--- src/rtl/edge_event_arbiter_if.sv ---
// Event port between the arbiter and its single downstream consumer.
// The master presents evt_ch/evt_rise under evt_valid; the slave accepts with evt_ready.
interface edge_event_arbiter_if #(
  parameter int unsigned CH_W = 2
);
  logic            evt_valid;
  logic            evt_ready;
  logic [CH_W-1:0] evt_ch;
  logic            evt_rise;

  modport master (output evt_valid, output evt_ch, output evt_rise, input evt_ready);
  modport slave  (input evt_valid, input evt_ch, input evt_rise, output evt_ready);
endinterface

--- src/rtl/edge_event_arbiter.sv ---
// Multi-channel edge detector with one pending slot per channel.
// Pending events are shared onto a single valid/ready port by round-robin arbitration.
module edge_event_arbiter #(
  parameter int unsigned NUM_CH = 4,
  parameter int unsigned CH_W   = 2,
  parameter int unsigned DROP_W = 8
) (
  input  logic                  clk,
  input  logic                  reset,
  input  logic                  en,
  input  logic [NUM_CH-1:0]     data_in,
  input  logic [NUM_CH-1:0]     rise_en,
  input  logic [NUM_CH-1:0]     fall_en,
  edge_event_arbiter_if.master  evt,
  output logic [NUM_CH-1:0]     overflow,
  output logic [DROP_W-1:0]     drop_cnt,
  input  logic                  clr_ovf
);

  typedef enum logic {ST_EMPTY, ST_FULL} state_t;

  state_t              state_q, state_d;
  logic [NUM_CH-1:0]   prev_q;
  logic [NUM_CH-1:0]   pend_q, pend_d;
  logic [NUM_CH-1:0]   pol_q, pol_d;
  logic [NUM_CH-1:0]   ovf_q, ovf_d;
  logic [CH_W-1:0]     ch_q, ch_d;
  logic [CH_W-1:0]     ptr_q, ptr_d;
  logic                rise_out_q, rise_out_d;
  logic [DROP_W-1:0]   cnt_q, cnt_d;

  logic [NUM_CH-1:0]   rise_det, fall_det, hit, drop, consumed, capture;
  logic                handshake;
  logic [CH_W-1:0]     ch_inc, scan_base, grant_ch;
  logic                grant_found;

  assign rise_det  = data_in & ~prev_q & rise_en;
  assign fall_det  = ~data_in & prev_q & fall_en;
  assign hit       = {NUM_CH{en}} & (rise_det | fall_det);

  assign handshake = (state_q == ST_FULL) && evt.evt_ready;
  assign ch_inc    = (ch_q == CH_W'(NUM_CH - 1)) ? '0 : ch_q + CH_W'(1);
  // On a handshake the scan already starts from the pointer value being written.
  assign scan_base = handshake ? ch_inc : ptr_q;

  always_comb begin
    logic [CH_W:0] idx;
    grant_found = 1'b0;
    grant_ch    = '0;
    idx         = '0;
    for (int unsigned k = 0; k < NUM_CH; k++) begin
      idx = {1'b0, scan_base} + (CH_W+1)'(k);
      if (idx >= (CH_W+1)'(NUM_CH)) idx = idx - (CH_W+1)'(NUM_CH);
      if (!grant_found && pend_q[idx[CH_W-1:0]]) begin
        grant_found = 1'b1;
        grant_ch    = idx[CH_W-1:0];
      end
    end
  end

  always_comb begin
    state_d    = state_q;
    ch_d       = ch_q;
    rise_out_d = rise_out_q;
    ptr_d      = ptr_q;
    consumed   = '0;
    if (handshake) begin
      ptr_d   = ch_inc;
      state_d = ST_EMPTY;
    end
    if (((state_q == ST_EMPTY) || handshake) && grant_found) begin
      state_d            = ST_FULL;
      ch_d               = grant_ch;
      rise_out_d         = pol_q[grant_ch];
      consumed[grant_ch] = 1'b1;
    end
  end

  // A slot being granted this cycle is free to take a new event; otherwise the oldest wins.
  assign capture = hit & (~pend_q | consumed);
  assign drop    = hit & pend_q & ~consumed;
  assign pend_d  = (pend_q & ~consumed) | hit;
  assign pol_d   = (capture & rise_det) | (~capture & pol_q);

  always_comb begin
    ovf_d = ovf_q | drop;
    cnt_d = cnt_q;
    if ((|drop) && (cnt_q != '1)) cnt_d = cnt_q + DROP_W'(1);
    if (clr_ovf) begin
      ovf_d = '0;
      cnt_d = '0;
    end
  end

  always_ff @(posedge clk or negedge reset) begin
    if (!reset) begin
      state_q    <= ST_EMPTY;
      prev_q     <= '0;
      pend_q     <= '0;
      pol_q      <= '0;
      ovf_q      <= '0;
      ch_q       <= '0;
      ptr_q      <= '0;
      rise_out_q <= 1'b0;
      cnt_q      <= '0;
    end else begin
      state_q    <= state_d;
      prev_q     <= data_in;
      pend_q     <= pend_d;
      pol_q      <= pol_d;
      ovf_q      <= ovf_d;
      ch_q       <= ch_d;
      ptr_q      <= ptr_d;
      rise_out_q <= rise_out_d;
      cnt_q      <= cnt_d;
    end
  end

  assign evt.evt_valid = (state_q == ST_FULL);
  assign evt.evt_ch    = ch_q;
  assign evt.evt_rise  = rise_out_q;
  assign overflow      = ovf_q;
  assign drop_cnt      = cnt_q;

endmodule
--- src/flat_wrapper.sv ---
// flat-port wrapper written by rule: the top's interface ports become plain ports
module edge_event_arbiter_flat 
#(
  parameter int unsigned NUM_CH = 4,
  parameter int unsigned CH_W   = 2,
  parameter int unsigned DROP_W = 8
)
  (clk, reset, en, data_in, rise_en, fall_en, overflow, drop_cnt, clr_ovf, evt_evt_valid, evt_evt_ch, evt_evt_rise, evt_evt_ready);
  edge_event_arbiter_if #(.CH_W(CH_W)) evt_i ();
  input  logic clk;
  input  logic reset;
  input  logic en;
  input  logic [NUM_CH-1:0] data_in;
  input  logic [NUM_CH-1:0] rise_en;
  input  logic [NUM_CH-1:0] fall_en;
  output logic [NUM_CH-1:0] overflow;
  output logic [DROP_W-1:0] drop_cnt;
  input  logic clr_ovf;
  output wire logic [$bits(evt_i.evt_valid)-1:0] evt_evt_valid;
  output wire logic [$bits(evt_i.evt_ch)-1:0] evt_evt_ch;
  output wire logic [$bits(evt_i.evt_rise)-1:0] evt_evt_rise;
  input wire logic [$bits(evt_i.evt_ready)-1:0] evt_evt_ready;
  assign evt_evt_valid = evt_i.evt_valid;
  assign evt_evt_ch = evt_i.evt_ch;
  assign evt_evt_rise = evt_i.evt_rise;
  assign evt_i.evt_ready = evt_evt_ready;
  edge_event_arbiter #(.NUM_CH(NUM_CH), .CH_W(CH_W), .DROP_W(DROP_W)) u_core (.clk(clk), .reset(reset), .en(en), .data_in(data_in), .rise_en(rise_en), .fall_en(fall_en), .evt(evt_i), .overflow(overflow), .drop_cnt(drop_cnt), .clr_ovf(clr_ovf));
endmodule
--- config.mk ---
export PLATFORM = sky130hd
export DESIGN_NAME = edge_event_arbiter_flat
export DESIGN_NICKNAME = d
export VERILOG_FILES = /design/src/rtl/edge_event_arbiter_if.sv /design/src/rtl/edge_event_arbiter.sv /design/src/flat_wrapper.sv
export SDC_FILE = /design/constraint.sdc
export NUM_CORES = 1
export LEC_CHECK = 0
export BUFFER_PORTS_ARGS = -buffer_cell sky130_fd_sc_hd__buf_2
export CORE_UTILIZATION = 26
export CTS_CLUSTER_DIAMETER = 120
export DETAILED_ROUTE_END_ITERATION = 6
export PLACE_DENSITY = 0.55
export SLEW_MARGIN = 30
export SYNTH_ARGS = -nofsm -noshare
export SYNTH_HDL_FRONTEND = slang
export SYNTH_SLANG_ARGS = --single-unit
--- constraint.sdc ---
create_clock -name clk -period 3.5 [get_ports clk]
set_input_delay 0 -clock clk [delete_from_list [all_inputs] [get_ports clk]]
set_output_delay 0 -clock clk [all_outputs]
set_load 0.03 [all_outputs]
==> flow_summary.ini, run 1 <==
[setup_path]
timing.reg2reg.setup_slack_ns = 0.46
timing_worst_setup_path_type = flip-flop to flip-flop
crit_path_max_incr_delay_ns = 0.68
setup.worst_path.end_class = flip-flop
critical_path_peak_fanout = 12
crit_path_top_delay_cell = o41ai_4
critical-path-top-delay-family = compound AO/OA/AOI/OAI gates
rr_startpoint = u_core.evt.evt_ch[0]
start_kind = flip-flop
cells_along_the_critical_path = ha_1 -> and3_4 -> o221a_1 -> o21a_1 -> nor4_1 -> a211oi_2 -> o41ai_4 -> mux2i_1 -> nor2_1
critical_path_required_ns = 3.67
cp.buffers_inverters = 0
worst_ep_arrival_time_ns = 3.21
r2r-end = u_core.drop_cnt[1]
timing.reg2reg.worst_path_depth = 9

[place]
dp.final_hpwl_um = 2560
port-buffer-count = 32
place.detailed.instances = 266
gpl.final_weighted_congestion = 0.856
placed_cell_area_um2 = 1840

[detailed_routing]
vias = 1301
avgRoutedWirePerCell_um = 12.5
vias_per_cell = 4.66
drt_iter0_drcs = 61
drc = 0
drt-pass1-iter-count = 4
antenna_left = 0
totalWireLength_um = 3500

[grt]
grt_pass1_vias = 1310
overall_global_routing_usage_pct = 11.8
grt_overflow_total = 0
grt_start_max_net_pins = 31
grt_pass1_wl_um = 5820
antenna_found_initial = 0

[status]
outcome = complete, no violations

[finish]
stdcell_area_um2 = 1980
final_common_cell = buf_2
drive_above_1_share_pct = 28.9
post_layout_nonfiller_instances = 279
synthToLayoutAreaGrowth_pct = 24.6
finish.net_count = 222
mostFrequentLayoutCells = 32 x buf_2, 30 x dfrtp_1, 23 x nand2_1, 16 x nor2_1, 10 x inv_1
final_core_utilization_pct = 33.5
insertedDiodeCount = 0

[floorplanning]
die_height_um = 80.2
dieArea_um2 = 6440
placement_rows = 28
floorplan.initialDensity_pct = 26.9
core_region_area_um2 = 5920
num_io_pins = 33
floorplan.die.width_um = 80.2

[logic_synthesis]
synth_compound_gate_area_share_pct = 20.1
synth_fp_nets = 179
yosys.area_share.xor_xnor_pct = 0.550
synth_edf_count = 0
netlist_top_cells_area = dfrtp_1 47%, nand2_1 5.4%, nor2_1 3.8%
synth_top_family_by_area = simple AND/OR/NAND/NOR gates
synth_cells = 160
synth-main-ff-cell = dfrtp_1
synth_top_cell_area_share_pct = 47.2
synth_area_per_cell_um2 = 9.95
yosys.cell_types.count = 43
synth_async_sr_flop_share_pct = 100
yosys.area_share.simple_pct = 21.6
synth_sequential_area_ratio_pct = 47.2
synthAdderAreaFrac_pct = 2.20
synth.area.mux_share_pct = 4.80
yosys_warnings = 0
netlist.top_cell.by_area = dfrtp_1
postSynthRegisterBits = 30
synth.cell_area_um2 = 1590

[clock_network]
clock_insertion_delay_worst_skew_ns = 0.28
cts_buffers = 5
ctsRootBufferMaster = clkbuf_8
cts.sink_count = 30
cts.reportedPaths.clkPinSlew_ns = 0.07
cts_tree = built
cts.path.max_buffers = 2
cts_htree_levels = 2
cts.repair_timing.setup_buffer_count = 0

[job]
timing.max_cap.violations = 0

[power_and_ir_drop]
peak_ir_drop_on_the_vdd_network_uv = 260
leakage_nw = 0.940
power_dens_cells_nw_per_um2 = 706

[timing]
setup_tns_ns = 0
fmax_mhz = 329
fin_worst_hold_slack_ns = 0.0342
timing.max_slew.rel_slack_pct = 53.9
worst_slew_pin_slew_ns = 0.692
final_max_slew_viol_count = 0
rsz0062_at_grt = false
min_period_over_period_pct = 86.9
report.final.hold_viol_count = 0
layout_min_cycle_time_ns = 3.04
setup_viol = 0
fin_worst_skew_ns = 0.00287

[min_path]
hold_path_depth = 2
holdCritPathClass = input port to flip-flop
min-delay-start = clr_ovf
hold_end = u_core.drop_cnt[2]
cell families (layout without fill, tap and decap cells):
logic type / Yosys count / in the layout
AND/OR/NAND/NOR: 65 / 65
AO/OA/AOI/OAI: 41 / 41
flip-flops: 30 / 30
buffers and inverters: 13 / 57
multiplexers: 7 / 7
adder cells (fa/ha/maj): 3 / 3
XOR/XNOR: 1 / 1
worst max path at each step:
stage | from | to | slack (ns) | depth (start not counted)
finish | u_core.evt.evt_ch[0] | u_core.drop_cnt[1] | 0.46 | 9
global route | u_core.evt.evt_ch[0] | u_core.drop_cnt[1] | 0.24 | 9
floorplan | u_core.evt.evt_ch[0] | u_core.drop_cnt[1] | 0.61 | 11
CTS | u_core.evt.evt_ch[0] | u_core.drop_cnt[1] | 0.47 | 10
global placement | u_core.evt.evt_ch[0] | u_core.drop_cnt[1] | 0.52 | 10
detailed placement | u_core.evt.evt_ch[0] | u_core.drop_cnt[1] | 0.48 | 10
where the power goes:
| group | total (mW) | internal (mW) | switching (mW) |
|---|---|---|---|
| Clock | 0.293 | 0.158 | 0.135 |
| Combinational | 0.602 | 0.242 | 0.360 |
| Sequential | 0.506 | 0.429 | 0.0772 |
| Total | 1.40 | 0.829 | 0.572 |
synth_stat cells, drive strengths merged, types with 3 or more instances:
master	number
dfrtp	30
nand2	23
nor2	18
o21ai	12
inv	11
a21oi	7
mux2	5
and3b	4
nor4	4
o21a	4
or3	4
a21boi	3
nand3	3
o31ai	3
per-stage QoR:
stage          power [mW]  setup WS, ns
2_1_floorplan       0.955         0.610
3_3_place_gp         1.11         0.524
3_5_place_dp         1.11         0.484
4_1_cts              1.42         0.472
5_1_grt              1.51         0.243
6_report             1.40         0.460
layout make-up:
type / instances / area [um2]
Clock buffer: 6 / 82.6
Clock inverter: 2 / 12.5
Fill cell: 604 / 3940
Inverter: 11 / 41.3
Multi-Input combinational cell: 117 / 785
Sequential cell: 30 / 751
Tap cell: 75 / 93.8
Timing Repair Buffer: 38 / 218
metal layers:
metal | GRT usage, % | routed length, um | vias up
met4 | 4.29 | 36 | 0
met1 | 14.2 | 1570 | 610
li1 | - | - | 659
met5 | 0 | 0 | -
met3 | 3.07 | 167 | 4
met2 | 20.1 | 1720 | 28
repair_timing:
item | in CTS | in global routing
gates resized for setup | 0 | 0
setup endpoints to repair | 0 | 0
endpoints found under the hold margin | 34 | 0
hold buffers | 5 | 0
(Power assumes the default switching activity.)
==> run 2: changes to the inputs <==
--- a/config.mk
+++ b/config.mk
@@ -6,6 +6,7 @@
 export NUM_CORES = 1
 export LEC_CHECK = 0
 export BUFFER_PORTS_ARGS = -buffer_cell sky130_fd_sc_hd__buf_2
+export CORE_MARGIN = 2
 export CORE_UTILIZATION = 26
 export CTS_CLUSTER_DIAMETER = 120
 export DETAILED_ROUTE_END_ITERATION = 6
==> constraint.sdc (replaced) <==
create_clock -name clk -period 3.3 [get_ports clk]
set_input_delay 0 -clock clk [delete_from_list [all_inputs] [get_ports clk]]
set_output_delay 0 -clock clk [all_outputs]
set_load 0.03 [all_outputs]
==> flow_summary.ini, run 2 (same netlist as run 1, synthesis figures left out) <==
[floorplanning]
dieArea_um2 = 6760
floorplan.die.width_um = 82.2
core_region_area_um2 = 5920
floorplan.initialDensity_pct = 26.9
num_io_pins = 33
placement_rows = 28
die_height_um = 82.2

[timing]
worst_slew_pin_slew_ns = 0.677
fin_worst_skew_ns = 0.00647
rsz0062_at_grt = false
final_max_slew_viol_count = 0
layout_min_cycle_time_ns = 2.96
min_period_over_period_pct = 89.6
setup_viol = 0
fmax_mhz = 338
setup_tns_ns = 0
report.final.hold_viol_count = 0
timing.max_slew.rel_slack_pct = 54.9

[clock_network]
post_cts_resized = 0
cts_tree = built
cts_htree_levels = 2
cts.reportedPaths.clkPinSlew_ns = 0.06
ctsRootBufferMaster = clkbuf_8
clock_insertion_delay_worst_skew_ns = 0.28
cts.sink_count = 30
cts_buffers = 5
cts.path.max_buffers = 2

[setup_path]
critical_path_peak_fanout = 9
start_kind = flip-flop
cp.buffers_inverters = 2
cells_along_the_critical_path = ha_1 -> and3_4 -> nor2_4 -> inv_2 -> a32oi_1 -> a21bo_2 -> o311a_4 -> o41ai_4 -> buf_4 -> xor2_1 -> nor2_1
crit_path_top_delay_cell = dfrtp_1
critical-path-top-delay-family = compound AO/OA/AOI/OAI gates
worst_ep_arrival_time_ns = 3.12
setup.worst_path.end_class = flip-flop
timing_worst_setup_path_type = flip-flop to flip-flop
critical_path_required_ns = 3.46
crit_path_max_incr_delay_ns = 0.41

[grt]
grt_start_max_net_pins = 31
overall_global_routing_usage_pct = 11.4
grt_pass1_vias = 1342
grt_overflow_total = 0
antenna_found_initial = 0
grt_pass1_wl_um = 5900

[finish]
drive_above_1_share_pct = 28.3
mostFrequentLayoutCells = 32 x buf_2, 30 x dfrtp_1, 23 x nand2_1, 16 x nor2_1, 10 x inv_1
finish.net_count = 224
stdcell_area_um2 = 1980
insertedDiodeCount = 0
final_core_utilization_pct = 33.4
final_common_cell = buf_2
synthToLayoutAreaGrowth_pct = 24.4

[power_and_ir_drop]
clkPwrFrac_pct = 18.3
total_power_mw = 1.48
p_seq_share_pct = 36.5
leakage_nw = 0.941
combPwrFrac_pct = 45.2
internal_power_mw = 0.877
power_dens_cells_nw_per_um2 = 746
peak_ir_drop_on_the_vdd_network_uv = 290
switching_power_mw = 0.599
power.switching_fraction_pct = 40.6

[job]
timing.max_cap.violations = 0

[detailed_routing]
drt_iter0_drcs = 58
avgRoutedWirePerCell_um = 12.1
vias = 1326
drc = 0
vias_per_cell = 4.74
antenna_left = 0
drt-pass1-iter-count = 4
totalWireLength_um = 3400

[place]
dp.final_hpwl_um = 2550
gpl.final_weighted_congestion = 0.812
port-buffer-count = 32
placed_cell_area_um2 = 1850

[status]
outcome = complete, no violations

[min_path]
holdCritPathClass = input port to flip-flop
run 2: cell types whose count changed in the layout (fill, tap and decap cells not counted), sizes merged:
cell and change:
buf +2, clkbuf +1, clkinv -1, clkinvlp -1
run 2: path summary, 6_finish.rpt:
check	start	end	slack, ns	cells past startpoint
min in group asynchronous	reset	u_core.drop_cnt[0]	0.30	2
hold / removal	clr_ovf	u_core.drop_cnt[4]	0.05	2
max in group asynchronous	reset	u_core.prev_q[3]	2.56	2
setup reg to reg	u_core.evt.evt_ch[0]	u_core.drop_cnt[0]	0.34	11
hold reg to reg	u_core.evt.evt_rise	u_core.evt.evt_rise	0.47	2
setup / recovery	u_core.evt.evt_ch[0]	u_core.drop_cnt[0]	0.34	11
run 2: metrics by stage:
step	hold slack, ns	instances	setup WS (ns)
after floorplan	-0.296	160	0.410
after global placement	0.0878	268	0.433
after detailed placement	0.0886	268	0.352
after CTS	0.0393	280	0.351
after global routing	0.0682	280	0.140
final	0.0452	280	0.344
run 2: metal layers:
metal  track usage (%)  wire length [um]  vias up  part of all wire [%]
li1                  -                 -      661                     -
met1              14.5              1580      632                    46
met2              18.6              1580       25                    47
met3              3.37               174        8                   5.1
met4              3.83                62        0                   1.8
met5                 0                 0        -                     0
run 2: layout make-up:
type,count,area (um2)
clock buffers,7,76.3
repair buffers,40,233
fillers,595,3940
multi-input cells,117,785
flip-flops and latches,30,751
well taps,75,93.8
inverters,11,41.3
run 2: timing repair:
action	CTS	global route
endpoints found under the hold margin	34	0
endpoints found under the setup margin	0	0
hold buffers	5	0
setup buffers	0	0
run 2: power by group through the flow:
stage | clock network, mW | logic (mW) | registers [mW]
after CTS | 0.282 | 0.669 | 0.538
final | 0.270 | 0.667 | 0.538
after detailed placement | 0 | 0.662 | 0.546
after global placement | 0 | 0.655 | 0.543
after floorplan | 0 | 0.432 | 0.580
after global routing | 0.301 | 0.743 | 0.557
==> run 3: changes to the inputs <==
==> constraint.sdc (replaced) <==
create_clock -name clk -period 3.3 [get_ports clk]
set_input_delay 0.99 -clock clk [delete_from_list [all_inputs] [get_ports clk]]
set_output_delay 0.99 -clock clk [all_outputs]
set_load 0.03 [all_outputs]
==> flow_summary.ini, run 3 (same netlist as run 1, synthesis figures left out) <==
[clock_network]
cts_tree = built
post_cts_resized = 0
cts_buffers = 5
cts_htree_levels = 2
cts.sink_count = 30
clock_insertion_delay_worst_skew_ns = 0.29
cts.reportedPaths.clkPinSlew_ns = 0.06
cts.repair_timing.setup_buffer_count = 0
hold_buffers = 0
ctsRootBufferMaster = clkbuf_8
cts.path.max_buffers = 2

[floorplanning]
die_height_um = 82.2
num_io_pins = 33
core_region_area_um2 = 5920
placement_rows = 28
floorplan.die.width_um = 82.2
dieArea_um2 = 6760
floorplan.initialDensity_pct = 26.9

[finish]
drive_above_1_share_pct = 30.7
mostFrequentLayoutCells = 32 x buf_2, 30 x dfrtp_1, 23 x nand2_1, 16 x nor2_1, 10 x inv_1
synthToLayoutAreaGrowth_pct = 23.6
finish.net_count = 224
insertedDiodeCount = 0
final.fill_count = 622
post_layout_nonfiller_instances = 280
final_common_cell = buf_2
final_core_utilization_pct = 33.2

[grt]
grt_util_met1_pct = 13.8
global_route.peak_usage_layer = met2
overall_global_routing_usage_pct = 11.3
grt_pass1_vias = 1269
antenna_found_initial = 0
grt_pass1_wl_um = 5740
grt_overflow_total = 0
groute.layer.met2.usage_pct = 17.9
groute.layer.met3.usage_pct = 4.67
grt_start_max_net_pins = 31

[timing]
fin_worst_skew_ns = 0.00571
layout_min_cycle_time_ns = 3.05
min_period_over_period_pct = 92.4
rsz0062_at_grt = false
timing.max_slew.rel_slack_pct = 53.8
final_max_slew_viol_count = 0
fmax_mhz = 328
report.final.hold_viol_count = 0
worst_slew_pin_slew_ns = 0.694
setup_viol = 0

[power_and_ir_drop]
power_dens_cells_nw_per_um2 = 763
switching_power_mw = 0.605
peak_ir_drop_on_the_vdd_network_uv = 269
leakage_nw = 0.946
combPwrFrac_pct = 45.7
clkPwrFrac_pct = 18.5
p_seq_share_pct = 35.9
power.switching_fraction_pct = 40.3
internal_power_mw = 0.895
total_power_mw = 1.50

[detailed_routing]
drc = 0
avgRoutedWirePerCell_um = 12.4
drt-pass1-iter-count = 4
vias_per_cell = 4.76
antenna_left = 0
drt_iter0_drcs = 73
vias = 1333
totalWireLength_um = 3460

[setup_path]
critical-path-top-delay-family = simple AND/OR/NAND/NOR gates
timing_worst_setup_path_type = input port to flip-flop
rr_startpoint = u_core.evt.evt_ch[0]
crit_path_max_incr_delay_ns = 0.41
cells_along_the_critical_path = buf_2 -> and4bb_4 -> o221a_1 -> o21a_1 -> nor4_1 -> a211oi_2 -> buf_4 -> nor4_1 -> o21bai_1 -> nor3b_1
critical_path_peak_fanout = 5
path_common_cell = nor4_1
critical_path_required_ns = 3.46
worst_ep_arrival_time_ns = 3.21
worst_setup_path_startpoint = evt_evt_ready
start_kind = input port
crit_path_top_delay_cell = nor4_1
setup.worst_path.end_class = flip-flop
cp.buffers_inverters = 2

[status]
outcome = complete, no violations

[job]
timing.max_cap.violations = 0

[place]
place.detailed.instances = 273
gpl.final_weighted_congestion = 0.828
dp.final_hpwl_um = 2560
port-buffer-count = 32

[min_path]
min-delay-start = u_core.evt.evt_rise
holdCritPathClass = flip-flop to flip-flop
## run 3: changes by cell type in the layout (fill, tap and decap cells not counted), sizes merged
cell	delta
dlygate4sd3	-5
buf	+5
## run 3: per-layer routing
layer	wire (um)	vias up
met5	0	-
met4	46	0
met3	216	5
met2	1640	27
met1	1560	640
li1	-	661
## run 3: power by group through the flow
stage	registers [mW]	logic [mW]	clock network (mW)
2_1_floorplan	0.580	0.432	0
3_3_place_gp	0.545	0.681	0
3_5_place_dp	0.543	0.687	0
4_1_cts	0.536	0.690	0.290
5_1_grt	0.549	0.771	0.306
6_report	0.538	0.685	0.277
## run 3: worst reg2reg max path, stage by stage, from the launching register on
cell and delay [ns]:
dfrtp_1 0.41, ha_1 0.31, and3_4 0.21, o221a_1 0.23, o21a_1 0.19, nor4_1 0.41
a211oi_2 0.19, buf_4 0.17, nor4_1 0.40, o21bai_1 0.12, nor3b_1 0.14
## run 3: stage by stage
| step | hold WS, ns | setup WS [ns] | instance area (um2) | setup TNS [ns] |
|---|---|---|---|---|
| 2_1_floorplan | 0.475 | 0.265 | 1590 | 0 |
| 3_3_place_gp | 0.466 | -0.0144 | 1890 | -0.0144 |
| 3_5_place_dp | 0.470 | -0.0333 | 1890 | -0.0402 |
| 4_1_cts | 0.485 | 0.241 | 1970 | 0 |
| 5_1_grt | 0.516 | 0.0292 | 1970 | 0 |
| 6_report | 0.475 | 0.252 | 1970 | 0 |
## run 3: final cells by class
type | count | area [um2] | area share [%]
multi-input combinational | 117 | 785 | 39.9
sequential | 30 | 751 | 38.2
timing repair buffer | 40 | 220 | 11.2
tap | 75 | 93.8 | 4.77
clock buffer | 7 | 76.3 | 3.88
inverter | 11 | 41.3 | 2.10
## run 3: path summary, 6_finish.rpt
check,to,slack [ns],cells past startpoint
max,u_core.drop_cnt[6],0.25,10
min,u_core.evt.evt_rise,0.48,2
max reg2reg,u_core.drop_cnt[6],0.40,10
min reg2reg,u_core.evt.evt_rise,0.48,2
max in group asynchronous,u_core.prev_q[2],2.11,1
min in group asynchronous,u_core.drop_cnt[5],0.74,1
